$ cat src/rtl/spi_cmos_frame_tx.sv
// SPI (mode 0) frame transmitter: buffers words in a small FIFO and sends each one MSB first under cs_n.
// Define SPI_CMOS_TX_PARITY_EN to append an odd-parity bit to every frame.
module spi_cmos_frame_tx #(
    parameter int DATA_WIDTH = 32,
    parameter int FIFO_DEPTH = 4,
    parameter int SCK_HALF   = 1,
    parameter int GAP_CYCLES = 1
) (
    input  logic                          sys_clk,
    input  logic                          sys_rst,
    input  logic [DATA_WIDTH-1:0]         in_data,
    input  logic                          in_valid,
    output logic                          in_ready,
    output logic                          cs_n_out,
    output logic                          sck_out,
    output logic                          miso_out,
    output logic                          busy,
    output logic [$clog2(FIFO_DEPTH):0]   fifo_cnt,
    output logic [15:0]                   frame_cnt
);

`ifdef SPI_CMOS_TX_PARITY_EN
    localparam int FRAME_BITS = DATA_WIDTH + 1;
`else
    localparam int FRAME_BITS = DATA_WIDTH;
`endif

    localparam int PTR_W = $clog2(FIFO_DEPTH);
    localparam int CNT_W = PTR_W + 1;
    localparam int BIT_W = $clog2(FRAME_BITS + 1);
    localparam int DIV_W = $clog2(SCK_HALF + 1);
    localparam int GAP_W = $clog2(GAP_CYCLES + 1);

    localparam logic [BIT_W-1:0] BIT_LAST = BIT_W'(FRAME_BITS - 1);
    localparam logic [DIV_W-1:0] DIV_LAST = DIV_W'(SCK_HALF - 1);
    localparam logic [GAP_W-1:0] GAP_LAST = GAP_W'(GAP_CYCLES - 1);
    localparam logic [CNT_W-1:0] CNT_FULL = CNT_W'(FIFO_DEPTH);

    localparam logic [1:0] ST_IDLE  = 2'd0;
    localparam logic [1:0] ST_LOAD  = 2'd1;
    localparam logic [1:0] ST_SHIFT = 2'd2;
    localparam logic [1:0] ST_GAP   = 2'd3;

    logic [1:0]            state;
    logic [DATA_WIDTH-1:0] mem [FIFO_DEPTH];
    logic [PTR_W-1:0]      wr_ptr;
    logic [PTR_W-1:0]      rd_ptr;
    logic [CNT_W-1:0]      cnt_next;
    logic                  push;
    logic                  pop;
    logic [FRAME_BITS-1:0] load_word;
    logic [FRAME_BITS-1:0] shift_reg;
    logic [BIT_W-1:0]      bit_cnt;
    logic [DIV_W-1:0]      div_cnt;
    logic [GAP_W-1:0]      gap_cnt;

    // Handshake: a word transfers on any rising edge where in_valid and in_ready are both high;
    // in_ready comes from the registered count, so a pop in LOAD frees a slot only from the next cycle.
    assign push = in_valid && in_ready;
    assign pop  = (state == ST_LOAD);

    always_comb begin
        cnt_next = fifo_cnt;
        if (push && !pop) begin
            cnt_next = fifo_cnt + CNT_W'(1);
        end else if (!push && pop) begin
            cnt_next = fifo_cnt - CNT_W'(1);
        end
    end

    always_ff @(posedge sys_clk) begin
        if (push) begin
            mem[wr_ptr] <= in_data;
        end
    end

    always_ff @(posedge sys_clk) begin
        if (sys_rst) begin
            wr_ptr   <= '0;
            rd_ptr   <= '0;
            fifo_cnt <= '0;
            in_ready <= 1'b1;
        end else begin
            if (push) begin
                wr_ptr <= wr_ptr + PTR_W'(1);
            end
            if (pop) begin
                rd_ptr <= rd_ptr + PTR_W'(1);
            end
            fifo_cnt <= cnt_next;
            in_ready <= (cnt_next != CNT_FULL);
        end
    end

`ifdef SPI_CMOS_TX_PARITY_EN
    // Trailing bit makes the XOR over payload and parity equal to 1.
    assign load_word = {mem[rd_ptr], ~^mem[rd_ptr]};
`else
    assign load_word = mem[rd_ptr];
`endif

    always_ff @(posedge sys_clk) begin
        if (sys_rst) begin
            state     <= ST_IDLE;
            cs_n_out  <= 1'b1;
            sck_out   <= 1'b0;
            miso_out  <= 1'b0;
            busy      <= 1'b0;
            frame_cnt <= '0;
            shift_reg <= '0;
            bit_cnt   <= '0;
            div_cnt   <= '0;
            gap_cnt   <= '0;
        end else begin
            case (state)
                ST_IDLE: begin
                    if (fifo_cnt != '0) begin
                        state <= ST_LOAD;
                        busy  <= 1'b1;
                    end
                end
                ST_LOAD: begin
                    shift_reg <= load_word;
                    bit_cnt   <= BIT_LAST;
                    div_cnt   <= '0;
                    cs_n_out  <= 1'b0;
                    sck_out   <= 1'b0;
                    miso_out  <= load_word[FRAME_BITS-1];
                    state     <= ST_SHIFT;
                end
                ST_SHIFT: begin
                    // sck_out itself marks which half of the bit we are in.
                    if (div_cnt == DIV_LAST) begin
                        div_cnt <= '0;
                        if (!sck_out) begin
                            sck_out <= 1'b1;
                        end else begin
                            sck_out <= 1'b0;
                            if (bit_cnt == '0) begin
                                state     <= ST_GAP;
                                cs_n_out  <= 1'b1;
                                miso_out  <= 1'b0;
                                frame_cnt <= frame_cnt + 16'd1;
                                gap_cnt   <= '0;
                            end else begin
                                shift_reg <= {shift_reg[FRAME_BITS-2:0], 1'b0};
                                miso_out  <= shift_reg[FRAME_BITS-2];
                                bit_cnt   <= bit_cnt - BIT_W'(1);
                            end
                        end
                    end else begin
                        div_cnt <= div_cnt + DIV_W'(1);
                    end
                end
                ST_GAP: begin
                    if (gap_cnt == GAP_LAST) begin
                        if (fifo_cnt != '0) begin
                            state <= ST_LOAD;
                        end else begin
                            state <= ST_IDLE;
                            busy  <= 1'b0;
                        end
                    end else begin
                        gap_cnt <= gap_cnt + GAP_W'(1);
                    end
                end
                default: begin
                    state    <= ST_IDLE;
                    cs_n_out <= 1'b1;
                    sck_out  <= 1'b0;
                    miso_out <= 1'b0;
                    busy     <= 1'b0;
                end
            endcase
        end
    end

endmodule

$ cat config.mk
export PLATFORM = sky130hd
export DESIGN_NAME = spi_cmos_frame_tx
export DESIGN_NICKNAME = d
export VERILOG_FILES = /design/src/rtl/spi_cmos_frame_tx.sv
export SDC_FILE = /design/constraint.sdc
export NUM_CORES = 1
export LEC_CHECK = 0
export ABC_AREA = 1
export BUFFER_PORTS_ARGS = -buffer_cell sky130_fd_sc_hd__buf_2
export CORE_MARGIN = 2
export CORE_UTILIZATION = 60
export CTS_CLUSTER_DIAMETER = 200
export DETAILED_ROUTE_END_ITERATION = 6
export GPL_TIMING_DRIVEN = 0
export PLACE_DENSITY = 0.79
export SKIP_LAST_GASP = 1
export SLEW_MARGIN = 25
export SYNTH_ARGS = -nofsm -noshare
export SYNTH_HDL_FRONTEND = slang
export SYNTH_SLANG_ARGS = --single-unit
$ cat constraint.sdc
create_clock -name sys_clk -period 2.7 [get_ports sys_clk]
set_input_delay 0.135 -clock sys_clk [delete_from_list [all_inputs] [get_ports sys_clk]]
set_output_delay 0.135 -clock sys_clk [all_outputs]
set_load 0.05 [all_outputs]
==> results of run 1 <==
## cells in the final DEF, fill, tap and decap left out
| master | n |
|---|---|
| inv_2 | 4 |
| ha_1 | 15 |
| or2_2 | 1 |
| buf_16 | 1 |
| o22ai_1 | 3 |
| inv_1 | 39 |
| buf_6 | 3 |
| clkinv_4 | 2 |
| dlygate4sd3_1 | 32 |
| nand2_1 | 193 |
| nor3_1 | 2 |
| bufinv_16 | 3 |
| buf_2 | 74 |
| and2_1 | 1 |
| nand2_2 | 1 |
| a21oi_1 | 145 |
| o21ai_0 | 50 |
| o21ai_1 | 1 |
| xnor2_1 | 5 |
| nand3_1 | 46 |
| nor2_1 | 45 |
| buf_12 | 3 |
| a311oi_1 | 1 |
| clkinv_1 | 5 |
| nand4_1 | 7 |
| nor2_4 | 4 |
| o211ai_1 | 1 |
| dfxtp_1 | 69 |
| a21boi_0 | 1 |
| clkbuf_1 | 28 |
| xor2_1 | 4 |
| clkinvlp_4 | 1 |
| clkbuf_16 | 17 |
| edfxtp_1 | 128 |
## cells by family (layout without fill, tap and decap cells)
group | after synthesis | count (layout) | share of synthesized area
AOI/OAI and AO/OA | 202 | 202 | 0.126
xor gates and xnor gates | 9 | 9 | 0.00974
adders and majority gates | 15 | 15 | 0.0232
buffers and inverters | 86 | 212 | 0.0452
DFF | 197 | 197 | 0.646
and+or+nand+nor | 300 | 300 | 0.150
## per-stage QoR
step | TNS [ns] | power [mW]
finish | 0 | 9.15
detailed placement | 0 | 6.62
global route | 0 | 9.66
global placement | -75.96 | 6.43
CTS | 0 | 9.12
floorplan | -4.30 | 5.85
## final cells by class
class	instances	area share
buffer	43	0.0212
multi-input combinational	526	0.263
clock inverter	11	0.0139
sequential	197	0.543
timing repair buffer	94	0.0726
clock buffer	21	0.0458
inverter	43	0.0168
tap	176	0.0229
## final timing paths
kind | from | end | slack [ns] | cells after the start
setup / recovery | state[0] | shift_reg[24] | 0.67 | 10
hold / removal | sys_rst | bit_cnt[2] | 0.27 | 3
setup reg to reg | state[0] | shift_reg[24] | 0.67 | 10
hold reg to reg | cs_n_out | cs_n_out | 0.46 | 2
## cells in the mapped netlist (2+ instances only)
cell	count
a21oi_1	145
buf_2	16
buf_6	3
clkbuf_1	24
dfxtp_1	69
edfxtp_1	128
ha_1	15
inv_1	39
inv_2	4
nand2_1	193
nand3_1	46
nand4_1	7
nor2_1	49
nor3_1	2
o21ai_0	50
o22ai_1	3
xnor2_1	5
xor2_1	4
## power by group through the flow
stage	clock (mW)	combinational, mW	sequential, mW
finish	2.48	2.72	3.96
global route	2.63	3.04	4.00
CTS	2.49	2.69	3.94
detailed placement	0	2.62	4.00
global placement	0	2.45	3.98
floorplan	0	1.75	4.10
## worst register-to-register path: cells and delay by family (launching register included)
family | cells | cell delay, ns
flip-flops | 1 | 0.48
AND/OR/NAND/NOR | 2 | 0.22
buffers and inverters | 4 | 0.58
adder cells (fa/ha/maj) | 1 | 0.29
AO/OA/AOI/OAI | 3 | 0.41
## metal layers
| metal | vias up | routed length (um) | track usage |
|---|---|---|---|
| met5 | - | 0 | 0 |
| met3 | 46 | 1110 | 0.0452 |
| met1 | 3046 | 7480 | 0.345 |
| li1 | 3012 | - | - |
| met4 | 0 | 473 | 0.116 |
| met2 | 233 | 9310 | 0.464 |
==> out/metrics.yaml, run 1 <==
status: "completed"
vias_per_cell: 5.70
syn_to_final_growth_pct: 18.8
crit_fanout: 10
routed_wl_mm: 18.4
cp-start-kind: "register"
hold_viol: 0
pin_count: 59
maxCapViolCount: 0
p_sw_mw: 3.12
num_vias: 6337
synth_cell_types: 25
p_comb_frac: 0.297
setup_viol: 0
dr.pass1.iters: 5
die-area_um2: 14400
ys_seq_area_frac: 0.646
yosysTopAreaCellShare: 0.475
grt.overflow.total: 0
fin_worst_skew_ns: 0.00604
p_per_area_nw_per_um2: 952
largest_register_ff_count: 128
h-tree-depth: 4
cts-resized-gates: 0
grt_pass1_vias: 6384
timing.fmax_mhz: 492
crit_chain: "inv_1 -> ha_1 -> nand2_1 -> o21ai_1 -> inv_2 -> nand2_2 -> inv_2 -> buf_2 -> o21ai_0 -> a21oi_1"
clk_path_buf_depth: 2
fin_crit_sh: 0.753
multi_input_area_um2: 2530
pwr-share-clk: 0.271
crit_buf_inv: 4
rows: 42
coreArea_um2: 13200
pre_cts_ws_ns: 0.739
dpl_cell_area_um2: 8720
clock_latency_ns: 0.44
synthFlopType: "edfxtp_1"
crit_arrival_ns: 2.39
antenna_found_initial: 0
ant_nets: 0
synth.avg_cell_area_um2: 10.0
regArea_um2: 5230
pwr-share-seq: 0.432
final_nets: 972
initial_core_util: 0.613
final_area_um2: 9610
drt-initial-drc-count: 574
drc: 0
gr-usage-all-layers: 0.272
layoutNonFillerInstCount: 1111
path_common_cell: "inv_2"
synthArstFlopShare: 0
synthCells: 809
rsz0062_at_grt: "no"
synth_edf_count: 128
dpl.hpwl_mm: 11.6
port_buffers: 58
crit_type: "register to register"
swShare: 0.341
clk_pin_slew_ns: 0.06
cts_buffers: 17
syn_nets: 859
fin_crit_ns: 2.03
yosysWarningCount: 0
maxSlewViolCount: 0
die_h_um: 120
worst_slack_ns: 0.666
drive_above_1_share: 0.122
synth-seq-cells: 197
crit_path_top_delay_cell: "dfxtp_1"
critPathTopFamily: "buffers and inverters"
worstMarginPinSlew_ns: 0.635
routedWlPerCell_um: 16.5
fp.dieW_um: 120
hold_class: "primary input to register"
grt_max_degree: 23
utilization: 0.729
slew-limit-headroom: 0.577
p_int_mw: 6.03
synth_top_area_cell: "edfxtp_1"
fillers: 943
gp_congestion: 0.813
worstSetupEndpointType: "register"
syn-cell-area_um2: 8090
clock_sinks: 197
hold_slack_ns: 0.271
dp.cells: 1047
cts_tree: "built"
n_antenna_cell: 0
p_leak_nw: 3.86
required_ns: 3.06
synth.area.top_cells: "edfxtp_1, dfxtp_1, a21oi_1"
post-cts-setup-buffers: 0
ir_worst_vdd_uv: 603
clockRootBuffer: "clkbuf_16"
cts_hold_buf: 32
crit_path_max_incr_delay_ns: 0.48
grt_pass1_wl_mm: 30.5
(Power assumes the default switching activity.)
==> run 2: changes to the inputs <==
Clock period 2.7 ns to 2.04 ns, I/O delays scaled along.
==> out/metrics.yaml, run 2 (synthesized netlist as in run 1, its figures left out) <==
coreArea_um2: 13200  # unchanged
required_ns: 2.37  # -0.69 ns
routed_wl_mm: 18.3  # -0.51%
num_vias: 6242  # -1.5%
cp-start-kind: "register"
fillers: 912  # -3.3%
routedWlPerCell_um: 16.4  # -0.51%
largest_register_ff_count: 128  # unchanged
slew-limit-headroom: 0.604  # +0.0268
rows: 42  # unchanged
worstMarginPinSlew_ns: 0.593  # -0.0416 ns
fin_crit_sh: 0.904  # +0.151
status: "completed"
clock_sinks: 197  # unchanged
vias_per_cell: 5.62  # -1.5%
fin_crit_ns: 1.84  # -0.190 ns
setup_tns_ns: 0  # unchanged
hold_viol: 0  # unchanged
h-tree-depth: 4  # unchanged
setup_viol: 0  # unchanged
timing.fmax_mhz: 542  # +10%
initial_core_util: 0.613  # unchanged
grt.overflow.total: 0  # unchanged
hold_class: "primary input to register"
ant_nets: 0  # unchanged
grt_max_degree: 22  # -4.3%
gr-usage-all-layers: 0.268  # -0.00472
antenna_found_initial: 0  # unchanged
ir_worst_vdd_uv: 797  # +32%
maxSlewViolCount: 0  # unchanged
fin_worst_skew_ns: 0.00819  # +0.00215 ns
dr.pass1.iters: 5  # unchanged
clk_pin_slew_ns: 0.07  # about the same
final_common_cell: "nand2_1"
crit_type: "register to register"
finalPower_mw: 11.8  # +29%
die_h_um: 120  # unchanged
worst_slack_ns: 0.196  # -0.470 ns
cts_tree: "built"
cts_buffers: 17  # unchanged
grt_pass1_wl_mm: 29.8  # -2.3%
worstSetupEndpointType: "register"
crit_fanout: 10  # unchanged
clock_latency_ns: 0.44  # about the same
dpl.hpwl_mm: 11.5  # -0.30%
maxCapViolCount: 0  # unchanged
grt_pass1_vias: 6314  # -1.1%
utilization: 0.726  # -0.00323
crit_arrival_ns: 2.17  # -0.22 ns
port_buffers: 58  # unchanged
fp.dieW_um: 120  # unchanged
rsz0062_at_grt: "no"
syn_to_final_growth_pct: 18.3
clockRootBuffer: "clkbuf_16"
p_per_area_nw_per_um2: 1240  # +30%
gp_congestion: 0.827  # +1.7%
p_leak_nw: 3.83  # -0.70%
drt-initial-drc-count: 552  # -3.8%
pin_count: 59  # unchanged
layout_common_cells: "nand2_1, a21oi_1, edfxtp_1"
clk_path_buf_depth: 2  # unchanged
drc: 0  # unchanged
final_nets: 972  # unchanged
pre_cts_ws_ns: 0.116  # -0.623 ns
post-cts-setup-buffers: 0  # unchanged
die-area_um2: 14400  # unchanged
n_antenna_cell: 0  # unchanged
drive_above_1_share: 0.124  # +0.00214
run 2: cell types whose count changed in the layout (fill, tap and decap cells not counted), moves of 2 or more:
cell	delta
clkinv_1	-3
bufinv_16	-3
clkbuf_8	+3
clkbuf_1	+3
clkbuf_4	+2
clkinv_4	-2
buf_2	-3
run 2: critical path, stage by stage, from the launching register on:
cell,delay [ns]
dfxtp_2,0.36
inv_1,0.10
ha_2,0.24
clkbuf_1,0.43
buf_2,0.34
a21oi_1,0.08
nand2_1,0.10
a21oi_1,0.07
run 2: final cells by class:
| class | instances | area, um2 | area share |
|---|---|---|---|
| Multi-Input combinational cell | 526 | 2530 | 0.265 |
| Inverter | 43 | 161 | 0.0169 |
| Timing Repair Buffer | 94 | 698 | 0.0729 |
| Tap cell | 176 | 220 | 0.0230 |
| Buffer | 43 | 211 | 0.0221 |
| Sequential cell | 197 | 5230 | 0.546 |
| Clock inverter | 5 | 27.5 | 0.00288 |
| Clock buffer | 27 | 493 | 0.0515 |
run 2: metrics by stage:
stage / cells / hold slack [ns] / instance area, um2
after floorplan: 809 / 0.201 / 8100
after global placement: 1043 / 0.311 / 8610
after detailed placement: 1047 / 0.319 / 8720
after CTS: 1111 / 0.228 / 9560
after global routing: 1111 / 0.254 / 9570
final: 1111 / 0.228 / 9570
run 2: routing by layer:
metal,vias up,global-route usage,wire (um)
met5,-,0,0
met4,0,0.117,340
met3,28,0.0490,1020
met2,219,0.461,9300
met1,2978,0.330,7610
li1,3017,-,-
run 2: power breakdown:
| part | leakage [nW] | switching, mW | internal [mW] |
|---|---|---|---|
| sequential | 1.74 | 0.325 | 4.90 |
| clock | 0.247 | 1.36 | 1.65 |
| combinational | 1.85 | 2.40 | 1.19 |
| total | 3.83 | 4.08 | 7.74 |
run 2: final timing paths:
kind / startpoint / to / slack (ns) / cells past startpoint
worst max-delay path: state[0] / shift_reg[15] / 0.20 / 7
worst max register to register: state[0] / shift_reg[15] / 0.20 / 7
worst min-delay path: sys_rst / state[0] / 0.23 / 3
worst min register to register: shift_reg[0] / shift_reg[0] / 0.47 / 2
run 2: repair_timing:
action                                  4_1_cts  5_1_grt
hold buffers                                 32        0
endpoints found under the setup margin        0       36
gates resized for setup                       0        6
hold endpoints to repair                    128        0
==> run 3: changes to the inputs <==
==> constraint.sdc (replaced) <==
create_clock -name sys_clk -period 2.04 [get_ports sys_clk]
set_input_delay 0.102 -clock sys_clk [delete_from_list [all_inputs] [get_ports sys_clk]]
set_output_delay 0.102 -clock sys_clk [all_outputs]
set_load 0.01 [all_outputs]
==> out/metrics.yaml, run 3 (synthesized netlist as in run 1, its figures left out) <==
routed_wl_mm: 18.4  # +0.64%
crit_arrival_ns: 2.27  # +0.10 ns
n_antenna_cell: 0  # unchanged
fp.dieW_um: 120  # unchanged
crit_path_top_delay_cell: "dfxtp_2"
final_nets: 972  # unchanged
drive_above_1_share: 0.123  # -0.00107
crit_type: "register to register"
ir_worst_vdd_uv: 801  # +0.54%
required_ns: 2.41  # +0.04 ns
drt-initial-drc-count: 598  # +8.3%
hold_slack_ns: 0.244  # +0.0158 ns
cts_buffers: 17  # unchanged
dr.pass1.iters: 5  # unchanged
routedWlPerCell_um: 16.6  # +0.64%
die-area_um2: 14400  # unchanged
rsz0062_at_grt: "no"
clockRootBuffer: "clkbuf_16"
clock_latency_ns: 0.44  # about the same
h-tree-depth: 4  # unchanged
crit_chain: "inv_1 -> ha_1 -> nand2_1 -> o21ai_1 -> inv_2 -> nand2_2 -> inv_2 -> buf_2 -> o21ai_0 -> a21oi_1"
ant_nets: 0  # unchanged
worstMarginPinSlew_ns: 0.639  # +0.0463 ns
status: "completed"
crit_path_max_incr_delay_ns: 0.41  # -0.02 ns
dpl_cell_area_um2: 8720  # unchanged
timing.fmax_mhz: 525  # -3.1%
syn_to_final_growth_pct: 18.9
dpl.hpwl_mm: 11.6  # +0.30%
regToRegSetupSlack_ns: 0.14  # -0.06 ns
clk_path_buf_depth: 2  # unchanged
gr-usage-all-layers: 0.272  # +0.00472
fin_crit_ns: 1.90  # +0.0594 ns
hold_viol: 0  # unchanged
path_common_cell: "inv_2"
maxCapViolCount: 0  # unchanged
finalPower_mw: 11.9  # +1.0%
grt_max_degree: 23  # +4.5%
clk_pin_slew_ns: 0.06  # about the same
vias_per_cell: 5.72  # +1.8%
dp.cells: 1047  # unchanged
antenna_found_initial: 0  # unchanged
grt_pass1_wl_mm: 30.5  # +2.4%
die_h_um: 120  # unchanged
gp_congestion: 0.813  # -1.7%
cts_tree: "built"
initial_core_util: 0.613  # unchanged
worstSetupEndpointType: "register"
p_leak_nw: 3.86  # +0.71%
largest_register_ff_count: 128  # unchanged
drc: 0  # unchanged
final_area_um2: 9620  # +0.51%
layoutNonFillerInstCount: 1111  # unchanged
fin_crit_sh: 0.933  # +0.0291
hold_class: "primary input to register"
num_vias: 6356  # +1.8%
final_common_cell: "nand2_1"
rows: 42  # unchanged
crit_fanout: 10  # unchanged
grt_pass1_vias: 6384  # +1.1%
clock_sinks: 197  # unchanged
grt.overflow.total: 0  # unchanged
slew-limit-headroom: 0.574  # -0.0299
layout_common_cells: "nand2_1, a21oi_1, edfxtp_1"
maxSlewViolCount: 0  # unchanged
p_per_area_nw_per_um2: 1240  # +0.53%
pin_count: 59  # unchanged
fin_worst_skew_ns: 0.00667  # -0.00152 ns
post-cts-setup-buffers: 0  # unchanged
cp-start-kind: "register"
coreArea_um2: 13200  # unchanged
setup_tns_ns: 0  # unchanged
fillers: 939  # +3.0%
port_buffers: 58  # unchanged
setup_viol: 0  # unchanged
## run 3: changes by cell type in the layout (fill, tap and decap cells not counted), sizes merged
cell	previous run	this run
clkbuf	53	47
clkinv	3	7
bufinv	0	3
clkinvlp	2	1
## run 3: where the power goes
group	switching (mW)	total, mW	leakage, nW	internal (mW)
Sequential	0.337	5.24	1.74	4.90
Clock	1.38	3.29	0.273	1.91
Combinational	2.24	3.42	1.85	1.18
Total	3.95	11.9	3.86	7.99
## run 3: path summary, 6_finish.rpt
path,cells after the start,start,end
hold reg to reg,2,cs_n_out,cs_n_out
setup reg to reg,10,state[0],shift_reg[7]
hold / removal,3,sys_rst,bit_cnt[2]
setup / recovery,10,state[0],shift_reg[7]
## run 3: layer usage
layer	wire, um	global-route usage
met1	7550	0.345
met2	9350	0.464
met4	432	0.116
met5	0	0
met3	1050	0.0452
## run 3: area by class of cell
class                           instances  area [um2]  share of cell area
Inverter                               43         161              0.0168
Clock buffer                           21         440              0.0458
Tap cell                              176         220              0.0229
Timing Repair Buffer                   94         698              0.0726
Multi-Input combinational cell        526        2530               0.263
Clock inverter                         11         134              0.0139
Sequential cell                       197        5230               0.543
Buffer                                 43         209              0.0217
## run 3: repair_timing
action | CTS | global route
hold buffers | 32 | 0
endpoints found under the hold margin | 128 | 0
setup endpoints to repair | 0 | 34
resized for setup | 0 | 3
## run 3: per-stage QoR
| step | worst slack (ns) | util |
|---|---|---|
| global placement | -1.28 | 0.652 |
| CTS | 0.0422 | 0.729 |
| global route | 0.00805 | 0.729 |
| finish | 0.137 | 0.729 |
| detailed placement | 0.0794 | 0.661 |
| floorplan | -0.321 | - |
## run 3: critical path, delay by kind of cell (launching register included)
family | cells | cell delay, ns
compound gates | 3 | 0.39
flops | 1 | 0.41
simple gates | 2 | 0.22
buf+inv | 4 | 0.54
fa+ha+maj | 1 | 0.28
